**config.mk**
```make
export PLATFORM = sky130hd
export DESIGN_NAME = jamma_joy_serial
export DESIGN_NICKNAME = d
export VERILOG_FILES = /design/src/rtl/joy_pkg.sv /design/src/rtl/joy_debounce.sv /design/src/rtl/jamma_joy_serial.sv
export SDC_FILE = /design/constraint.sdc
export NUM_CORES = 1
export LEC_CHECK = 0
export BUFFER_PORTS_ARGS = -buffer_cell sky130_fd_sc_hd__clkbuf_2
export CAP_MARGIN = 15
export CORE_MARGIN = 1
export CORE_UTILIZATION = 40
export CTS_CLUSTER_SIZE = 20
export DETAILED_ROUTE_END_ITERATION = 16
export PLACE_DENSITY = 0.55
export RECOVER_POWER = 100
export SLEW_MARGIN = 20
export SYNTH_ARGS = -nofsm -noshare
export SYNTH_HDL_FRONTEND = slang
export SYNTH_SLANG_ARGS = --single-unit
```
**constraint.sdc**
```tcl
create_clock -name clk12 -period 3.3 [get_ports clk12]
set_input_delay 0.165 -clock clk12 [delete_from_list [all_inputs] [get_ports clk12]]
set_output_delay 0.165 -clock clk12 [all_outputs]
set_load 0.1 [all_outputs]
```
**src/rtl/joy_pkg.sv**
```systemverilog
// joy_pkg: shared widths, joystick bit indices and the shift-slot to shadow-bit map
// for the JAMMA joystick serial front-end.
package joy_pkg;

  localparam int JOY_W   = 12;
  localparam int FRAME_W = 2 * JOY_W;

  localparam int JOY_FIRE1 = 0;
  localparam int JOY_FIRE2 = 1;
  localparam int JOY_RIGHT = 2;
  localparam int JOY_LEFT  = 3;
  localparam int JOY_DOWN  = 4;
  localparam int JOY_UP    = 5;
  localparam int JOY_START = 8;
  localparam int JOY_COIN  = 9;
  localparam int JOY_RST   = 11;

  // Returns {valid, shadow index}. The shadow holds player 1 in [11:0] and
  // player 2 in [23:12]; slots 0 and 1 carry nothing useful and map to invalid.
  function automatic logic [5:0] slot_map(input logic [4:0] slot);
    logic [5:0] m;
    m = 6'd0;
    case (slot)
      5'd2:    m = {1'b1, 5'd8};
      5'd3:    m = {1'b1, 5'd6};
      5'd4:    m = {1'b1, 5'd5};
      5'd5:    m = {1'b1, 5'd4};
      5'd6:    m = {1'b1, 5'd3};
      5'd7:    m = {1'b1, 5'd2};
      5'd8:    m = {1'b1, 5'd1};
      5'd9:    m = {1'b1, 5'd0};
      5'd10:   m = {1'b1, 5'd20};
      5'd11:   m = {1'b1, 5'd18};
      5'd12:   m = {1'b1, 5'd17};
      5'd13:   m = {1'b1, 5'd16};
      5'd14:   m = {1'b1, 5'd15};
      5'd15:   m = {1'b1, 5'd14};
      5'd16:   m = {1'b1, 5'd13};
      5'd17:   m = {1'b1, 5'd12};
      5'd18:   m = {1'b1, 5'd22};
      5'd19:   m = {1'b1, 5'd23};
      5'd20:   m = {1'b1, 5'd21};
      5'd21:   m = {1'b1, 5'd19};
      5'd22:   m = {1'b1, 5'd10};
      5'd23:   m = {1'b1, 5'd11};
      5'd24:   m = {1'b1, 5'd9};
      5'd25:   m = {1'b1, 5'd7};
      default: m = 6'd0;
    endcase
    return m;
  endfunction

endpackage

```
**src/rtl/joy_debounce.sv**
```systemverilog
// joy_debounce: frame-level debounce of the captured 24-bit word; both players
// live in one register so they always change in the same cycle.
module joy_debounce
  import joy_pkg::*;
#(
  parameter int W             = FRAME_W,
  parameter int STABLE_FRAMES = 2
) (
  input  logic         clk12,
  input  logic         pll_lckd,
  input  logic         frame_valid,
  input  logic [W-1:0] frame,
  output logic [W-1:0] word
);

  localparam int            MW        = $clog2(STABLE_FRAMES + 1);
  localparam logic [MW-1:0] MATCH_MAX = MW'(STABLE_FRAMES);
  localparam logic [MW-1:0] MATCH_ONE = MW'(1);

  logic [W-1:0]  candidate;
  logic [MW-1:0] match;
  logic [MW-1:0] match_next;

  // A repeat of the candidate bumps the saturating run length; anything else starts a new run of one.
  always_comb begin
    match_next = MATCH_ONE;
    if (frame == candidate) begin
      match_next = (match == MATCH_MAX) ? MATCH_MAX : match + MATCH_ONE;
    end
  end

  // Track the candidate run and publish it once it has been seen STABLE_FRAMES times in a row.
  always_ff @(posedge clk12 or negedge pll_lckd) begin
    if (!pll_lckd) begin
      candidate <= '1;
      match     <= '0;
      word      <= '1;
    end else if (frame_valid) begin
      candidate <= frame;
      match     <= match_next;
      if (match_next == MATCH_MAX) begin
        word <= frame;
      end
    end
  end

endmodule

```
**src/rtl/jamma_joy_serial.sv**
```systemverilog
// jamma_joy_serial: clocks the 74HC165-style joystick chain, samples JOY_DATA mid-bit
// into a 24-bit shadow and hands each complete frame to the debouncer.
module jamma_joy_serial
  import joy_pkg::*;
#(
  parameter int DIV_W         = 5,
  parameter int FRAME_SLOTS   = 26,
  parameter int STABLE_FRAMES = 2
) (
  input  logic             clk12,
  input  logic             pll_lckd,
  input  logic             JOY_DATA,
  output logic             JOY_CLK,
  output logic             JOY_LOAD,
  output logic [JOY_W-1:0] joystick1,
  output logic [JOY_W-1:0] joystick2,
  output logic             frame_done
);

  localparam logic [DIV_W-1:0] RISE_AT   = {1'b0, {(DIV_W-1){1'b1}}};
  localparam logic [DIV_W-1:0] FALL_AT   = {DIV_W{1'b1}};
  localparam logic [4:0]       LAST_SLOT = 5'(FRAME_SLOTS - 1);

  logic [DIV_W-1:0]   div;
  logic [4:0]         slot;
  logic               primed;
  logic [1:0]         data_sync;
  logic [FRAME_W-1:0] shadow;
  logic [FRAME_W-1:0] joy_word;
  logic               rise_evt;
  logic               fall_evt;
  logic               slot_last;
  logic [5:0]         slot_bit;

  assign rise_evt  = (div == RISE_AT);
  assign fall_evt  = (div == FALL_AT);
  assign slot_last = (slot == LAST_SLOT);
  assign slot_bit  = slot_map(slot);

  // Free-running divider, shifter clock and slot counter; LOAD follows slot 0 on the same rising edge,
  // and primed marks that a real parallel load has happened since reset.
  always_ff @(posedge clk12 or negedge pll_lckd) begin
    if (!pll_lckd) begin
      div      <= '0;
      slot     <= '0;
      JOY_CLK  <= 1'b0;
      JOY_LOAD <= 1'b1;
      primed   <= 1'b0;
    end else begin
      div <= div + 1'b1;
      if (rise_evt) begin
        JOY_CLK  <= 1'b1;
        slot     <= slot_last ? 5'd0 : slot + 5'd1;
        JOY_LOAD <= !slot_last;
        if (slot_last) begin
          primed <= 1'b1;
        end
      end else if (fall_evt) begin
        JOY_CLK <= 1'b0;
      end
    end
  end

  // Two-flop synchronizer for the asynchronous shifter output.
  always_ff @(posedge clk12 or negedge pll_lckd) begin
    if (!pll_lckd) begin
      data_sync <= 2'b11;
    end else begin
      data_sync <= {data_sync[0], JOY_DATA};
    end
  end

  // Capture the mid-bit sample into the shadow and flag the frame once its last slot is in.
  always_ff @(posedge clk12 or negedge pll_lckd) begin
    if (!pll_lckd) begin
      shadow     <= '1;
      frame_done <= 1'b0;
    end else begin
      frame_done <= fall_evt && slot_last && primed;
      if (fall_evt && slot_bit[5]) begin
        shadow[slot_bit[4:0]] <= data_sync[1];
      end
    end
  end

  joy_debounce #(
    .W             (FRAME_W),
    .STABLE_FRAMES (STABLE_FRAMES)
  ) u_debounce (
    .clk12       (clk12),
    .pll_lckd    (pll_lckd),
    .frame_valid (frame_done),
    .frame       (shadow),
    .word        (joy_word)
  );

  assign joystick1 = joy_word[JOY_W-1:0];
  assign joystick2 = joy_word[FRAME_W-1:JOY_W];

endmodule
```
# Yosys cells after proc, flatten, opt, wreduce, memory -nomap -nowiden
# Memory sizes are Yosys's and may differ from the RTL's.
# Cells that the tools add are included.
# totals
mem_bits_ro	192
mem_count	1
inputBits	3
out_inout_bits	27
word_cells	39
regBits	90
# op_classes
eq_ne	6
addsub	3
mux	8
order_cmp	2
reduce_logical	8
# memory_table
memory	depth	word_bits	rd	rd_clocked_by_memory_dff	write_ports	line	source
(name not given)	32	6	1	0	0	joy_pkg.sv:23	case (slot)
# op_table
cell	count
24-bit bitwise mux	1
24-bit == test	1
5-bit by 1-bit adder with 5-bit output (second input constant)	2
5-bit == test (second input constant)	2
5-bit by 6-bit < comparator with 1-bit output (second input constant)	1
1-bit demux with 5-bit select	1
5-bit by 4-bit == test with 1-bit output (second input constant)	1
5-bit by 1-bit >= comparator with 1-bit output (second input constant)	1
5-bit two-way mux	1
2-bit == test (second input constant)	2
1-bit logical AND	4
2-bit two-way mux	2
2-bit AND reduction	2
1-bit two-way mux	3
2-bit by 1-bit adder with 2-bit output (second input constant)	1
2-bit nonzero test	1
1-bit logical NOT	1

# Depth between registers and ports, before layout
# An unclocked memory read counts as a cell.
# depth
ltp_word	6
ltp_mapped	8
depth_no_buf	7

# By module
# From an unflattened synthesis, not the netlist that was laid out.
# hier_totals
cells_unflattened	365
area_unflattened_um2	4600.7
# by_module_without_submodules
module	cells_each	area_per_inst_um2	instances	seq_area_each_um2
jamma_joy_serial	221	2341.0	1	1034.7
joy_debounce	144	2259.7	1	1311.3

# Least setup slack after synthesis
# No wires, ideal clock.
# synth_path
path_kind	register -> register
start	register slot[2]
end	register shadow[13]
path_slack_ns	0.806
setup_time_ns	0.082
path_stages_with_launch	9
n_path_buf	1
synth_period_minus_slack_ns	2.494
arrival_time_ns	2.412
t_required_ns	3.218
cell_sequence	dfrtp_1 -> buf_2 -> inv_1 -> ha_1 -> nand2b_1 -> mux4_2 -> nor4_2 -> nor3b_1 -> mux2_2
# synth_between
elab_chain_cells	6
word_cells_on_any_way	8
classes_between	order compare (2); mux (3); reduce/logical (2); memory (1)
# synth_rtl
item	line	source
from (decl)	jamma_joy_serial.sv:25	logic [4:0] slot;
from (signal assigned)	jamma_joy_serial.sv:53	slot <= slot_last ? 5'd0 : slot + 5'd1;
memory 32 x 6 bit (*)	--	
5-bit by 6-bit < comparator with 1-bit output (not written as such) / 5-bit by 1-bit >= comparator with 1-bit output (equally long branches)	jamma_joy_serial.sv:81	shadow[slot_bit[4:0]] <= data_sync[1];
1-bit logical AND (not written as such)	jamma_joy_serial.sv:81	
1-bit two-way mux (not written as such)	jamma_joy_serial.sv:81	
1-bit demux with 5-bit select	jamma_joy_serial.sv:81	
24-bit bitwise mux	jamma_joy_serial.sv:81	
to (signal, indexed assignment)	jamma_joy_serial.sv:81	
to (decl)	jamma_joy_serial.sv:28	logic [FRAME_W-1:0] shadow;
# Mark *: on every way between the ends. The rest lies on a longest branch, timed or not.
# A chain may end at the register's enable or synchronous reset.

# Final worst setup path
# layout_path
start	register slot[2]
end	register shadow[12]
# Same word-level chain as after synthesis.

==> metrics list <==
- The total overflow left after global routing is 0.
- Post-synthesis instance area: roughly 4400 sq um
- Count of TritonRoute iterations in the first routing pass: 4
- At the pin with the least slew margin, the transition time is between 1500 and 2000 ps.
* Via count of the first global-routing pass: approximately 2600
- Result of the run: complete, but fails checks
- Min-Delay Path Class: reg -> reg
- Counting every instance in the synthesized netlist gives around 330.
* Via count: 2615
* Clock-pin slew reported for the worst setup and hold paths after clock tree synthesis: 80 ps
- Routability-driven placement finished with a final weighted congestion of between 0.8 and 0.9.
- At the worst endpoint, the arrival time is between 3000 and 4000 ps.
* Flip-flop and latch count after synthesis: 90
- For flop-to-flop paths, the worst setup slack is around 480 ps.
- Origin of the worst setup path: slot[2]
- Number of max-capacitance violations reported: 2
* Hold Fails Final Rpt: 0
- Counting the fill cells in the layout gives 968.
- Before CTS, the worst setup slack after placement is ~530 ps.
- On the worst path, the slowest cell contributes a delay of between 600 and 700 ps.
* Internal portion of total power: around 1400 uW
- Sort of element at the end of the critical path: flip-flop
- WS Path Type: reg -> reg
* Final critical-path share of the clock period: 0.855
* Required arrival time at the worst endpoint: around 3600 ps
- Setup Total Neg Slack: 0 ps
- H-tree depth reported by CTS: 3
- Part of the total power dissipated in sequential elements: 0.602
- DRC violation count after routing: 0
- Fraction of layout instances using a drive strength above 1: 0.458
- Along the worst path, the maximum fanout reaches 16.
- Across every metal layer, demand over resource in global routing totals 0.160.
- Avg Synthesized Cell Area: ~13 sq um
- The share of the Yosys chip area taken by registers is 0.539.
* Core footprint: ~10000 sq um
* Tmin final: between 2000 and 3000 ps
- Yosys printed 0 warnings.
* Y dimension of the die: ~110 um
- During I/O placement, the number of pins put on the boundary was 30.
* Number of CTS-inserted buffers: 9
* Post-DR wirelength/cell: about 16 um
- Multi-input logic area: around 1900 sq um
* First-pass GRT wire length: about 14000 um
- Leading cell type in the layout, fill and taps excluded: dfstp_2
* Final worst hold slack: between 300 and 400 ps
- Antenna violations before repair: 0
- Start point of the worst min-delay path: data_sync[0]
- Power density cells: about 390 nW/um^2
* Commonest non-fill, non-tap cells in the layout: 74 x dfstp_2, 71 x mux2_2, 31 x clkbuf_1
- Final max-slew violation count: 100
- Syn_nets: approximately 350
* Count of distinct cell types in the synthesized netlist: between 40 and 50
- Psw: between 400 and 500 uW
- Setup repair after global routing left no endpoint under its margin.
* Post-CTS setup buffers: 0
* Antenna diodes: 0
- Slew HR: -0.138
- In this run the remaining antenna-violating nets after routing total 0.
- Drt total wl: approximately 8100 um
- Using the TritonRoute via totals, the vias-per-cell ratio works out to between 5 and 6.
* Dpl hpwl: 5640 um
- The critical path goes through inv_1, ha_1, nand2b_1, mux4_2, a211oi_1, nor3b_1, mux2_2.
* Leakage power: approximately 0.0019 uW
- Once routing completed, OpenROAD measured the worst setup slack at 477 ps.
* CTS Sinks: 90
- After the first detailed-routing iteration, the DRC count stood at 26.
* Sw frac: 0.219
- Later-pin clock latency in the skew report: around 360 ps
- In this run the deepest clock path goes through 2 buffers.
- The die covers roughly 11000 sq um.
- The checks that failed: capacitance limit, slew limit.
- Area Growth Syn to Fin: 9.80%
- For this configuration, the core starts out at a cell density of 0.418.
* Highest clock frequency the design can meet: around 350 MHz
* Die W: 106 um
* Clock Tree Root: clkbuf_8
* Largest net degree at the start of global routing: 72
* Count of port buffers added during placement: 29
- Relative contribution of combinational cells to total power: 0.013
- Worst-case vdd ir drop: roughly 170 uV
* Number of nets in the final layout: roughly 380
* Number of rows in the core area: 37
- Setup violations remaining at the end of the flow were counted as 0.
* Area taken by flip-flops and latches: about 2300 sq um
* Worst clock skew on the final layout: roughly 7 ps
* Slowest library cell on the worst path: dfrtp_1
- TritonCTS built the clock tree.
- Critical register-to-register path startpoint: slot[2]
* Startpoint type of the worst setup path: flip-flop
* Relative contribution of the clock network to total power: 0.386
critical path, delay by kind of cell (launching register included):
kind,cells,cell delay [ps]
buf+inv,1,110
flops,1,670
compound gates,1,370
fa+ha+maj,1,340
mux,2,850
simple gates,2,420
final cells by class:
| class | count | share of cell area |
|---|---|---|
| clock inverter | 3 | 0.00471 |
| multi-input combinational | 213 | 0.393 |
| tap | 136 | 0.0356 |
| timing repair buffer | 36 | 0.0317 |
| inverter | 13 | 0.0102 |
| sequential | 90 | 0.491 |
| clock buffer | 12 | 0.0345 |
synthesized netlist by cell type (all sizes together):
cell / count / area share
nor3b: 3 / 0.0052
buf: 7 / 0.0092
nor2b: 4 / 0.0057
nand4: 10 / 0.014
o21ai: 5 / 0.0057
o21a: 1 / 0.0017
clkbuf: 10 / 0.0086
nor3: 4 / 0.0057
a221o: 1 / 0.0023
nor2: 7 / 0.0060
mux2: 75 / 0.19
o211ai: 3 / 0.0052
xor2: 4 / 0.0080
mux4: 2 / 0.010
dfrtp: 15 / 0.086
inv: 13 / 0.011
or3: 1 / 0.0014
nand2: 9 / 0.0078
ha: 13 / 0.037
xnor2: 22 / 0.044
nand3: 13 / 0.015
a21oi: 6 / 0.0069
o211a: 1 / 0.0023
nor4: 4 / 0.0072
a221oi: 1 / 0.0020
a32o: 1 / 0.0023
dfstp: 75 / 0.45
o22ai: 5 / 0.0072
nor4b: 2 / 0.0040
and3: 2 / 0.0029
o22a: 1 / 0.0020
and4: 1 / 0.0020
a21o: 3 / 0.0052
a22o: 1 / 0.0020
a211oi: 2 / 0.0075
nand2b: 6 / 0.0086
layer usage:
metal / part of all wire / GRT usage
met4: 0.021 / 0.0774
met2: 0.46 / 0.238
met3: 0.026 / 0.0276
met1: 0.49 / 0.226
met5: 0 / 0
path summary, 6_finish.rpt:
kind / cells after the start / endpoint
worst max-delay path: 7 / shadow[12]
worst min-delay path: 0 / data_sync[1]
worst max register to register: 7 / shadow[12]
worst min register to register: 0 / data_sync[1]
max in group asynchronous: 3 / shadow[13]
min in group asynchronous: 2 / u_debounce.match[1]
cell families (layout without fill, tap and decap cells):
group	Yosys count	in the layout	share of synthesized area
compound gates	31	31	0.0523
xor+xnor	26	26	0.0523
fa+ha+maj	13	13	0.0374
buf+inv	30	64	0.0290
flops	90	90	0.539
mux	77	77	0.204
simple gates	66	66	0.0859
stage by stage:
stage | area (sq um) | power, uW | utilization | instances
after floorplan | 4350 | 1130 | - | 333
after global placement | 4630 | 1160 | 0.445 | 486
after detailed placement | 4630 | 1160 | 0.445 | 486
after CTS | 4840 | 1890 | 0.465 | 503
after global routing | 4780 | 1930 | 0.459 | 503
final | 4780 | 1850 | 0.459 | 503
repair_timing:
action,4_1_cts,5_1_grt
gates resized for setup,0,0
hold endpoints to repair,16,0
hold buffers,2,0
sequential cells by signal, summed over array words and instances (netlist names):
name                  count
u_debounce.match          2
shadow                   24
primed                    1
data_sync                 2
u_debounce.candidate     24
JOY_LOAD                  1
frame_done                1
div                       5
JOY_CLK                   1
u_debounce.word          24
slot                      5
power by group through the flow:
stage	combinational, uW	clock (uW)	sequential, uW
6_report	23.6	713	1110
5_1_grt	28.6	789	1110
3_3_place_gp	24.7	0	1130
4_1_cts	26.6	746	1110
2_1_floorplan	2.63	0	1130
3_5_place_dp	24.7	0	1130
No activity file was read; power rests on OpenSTA's default activity.
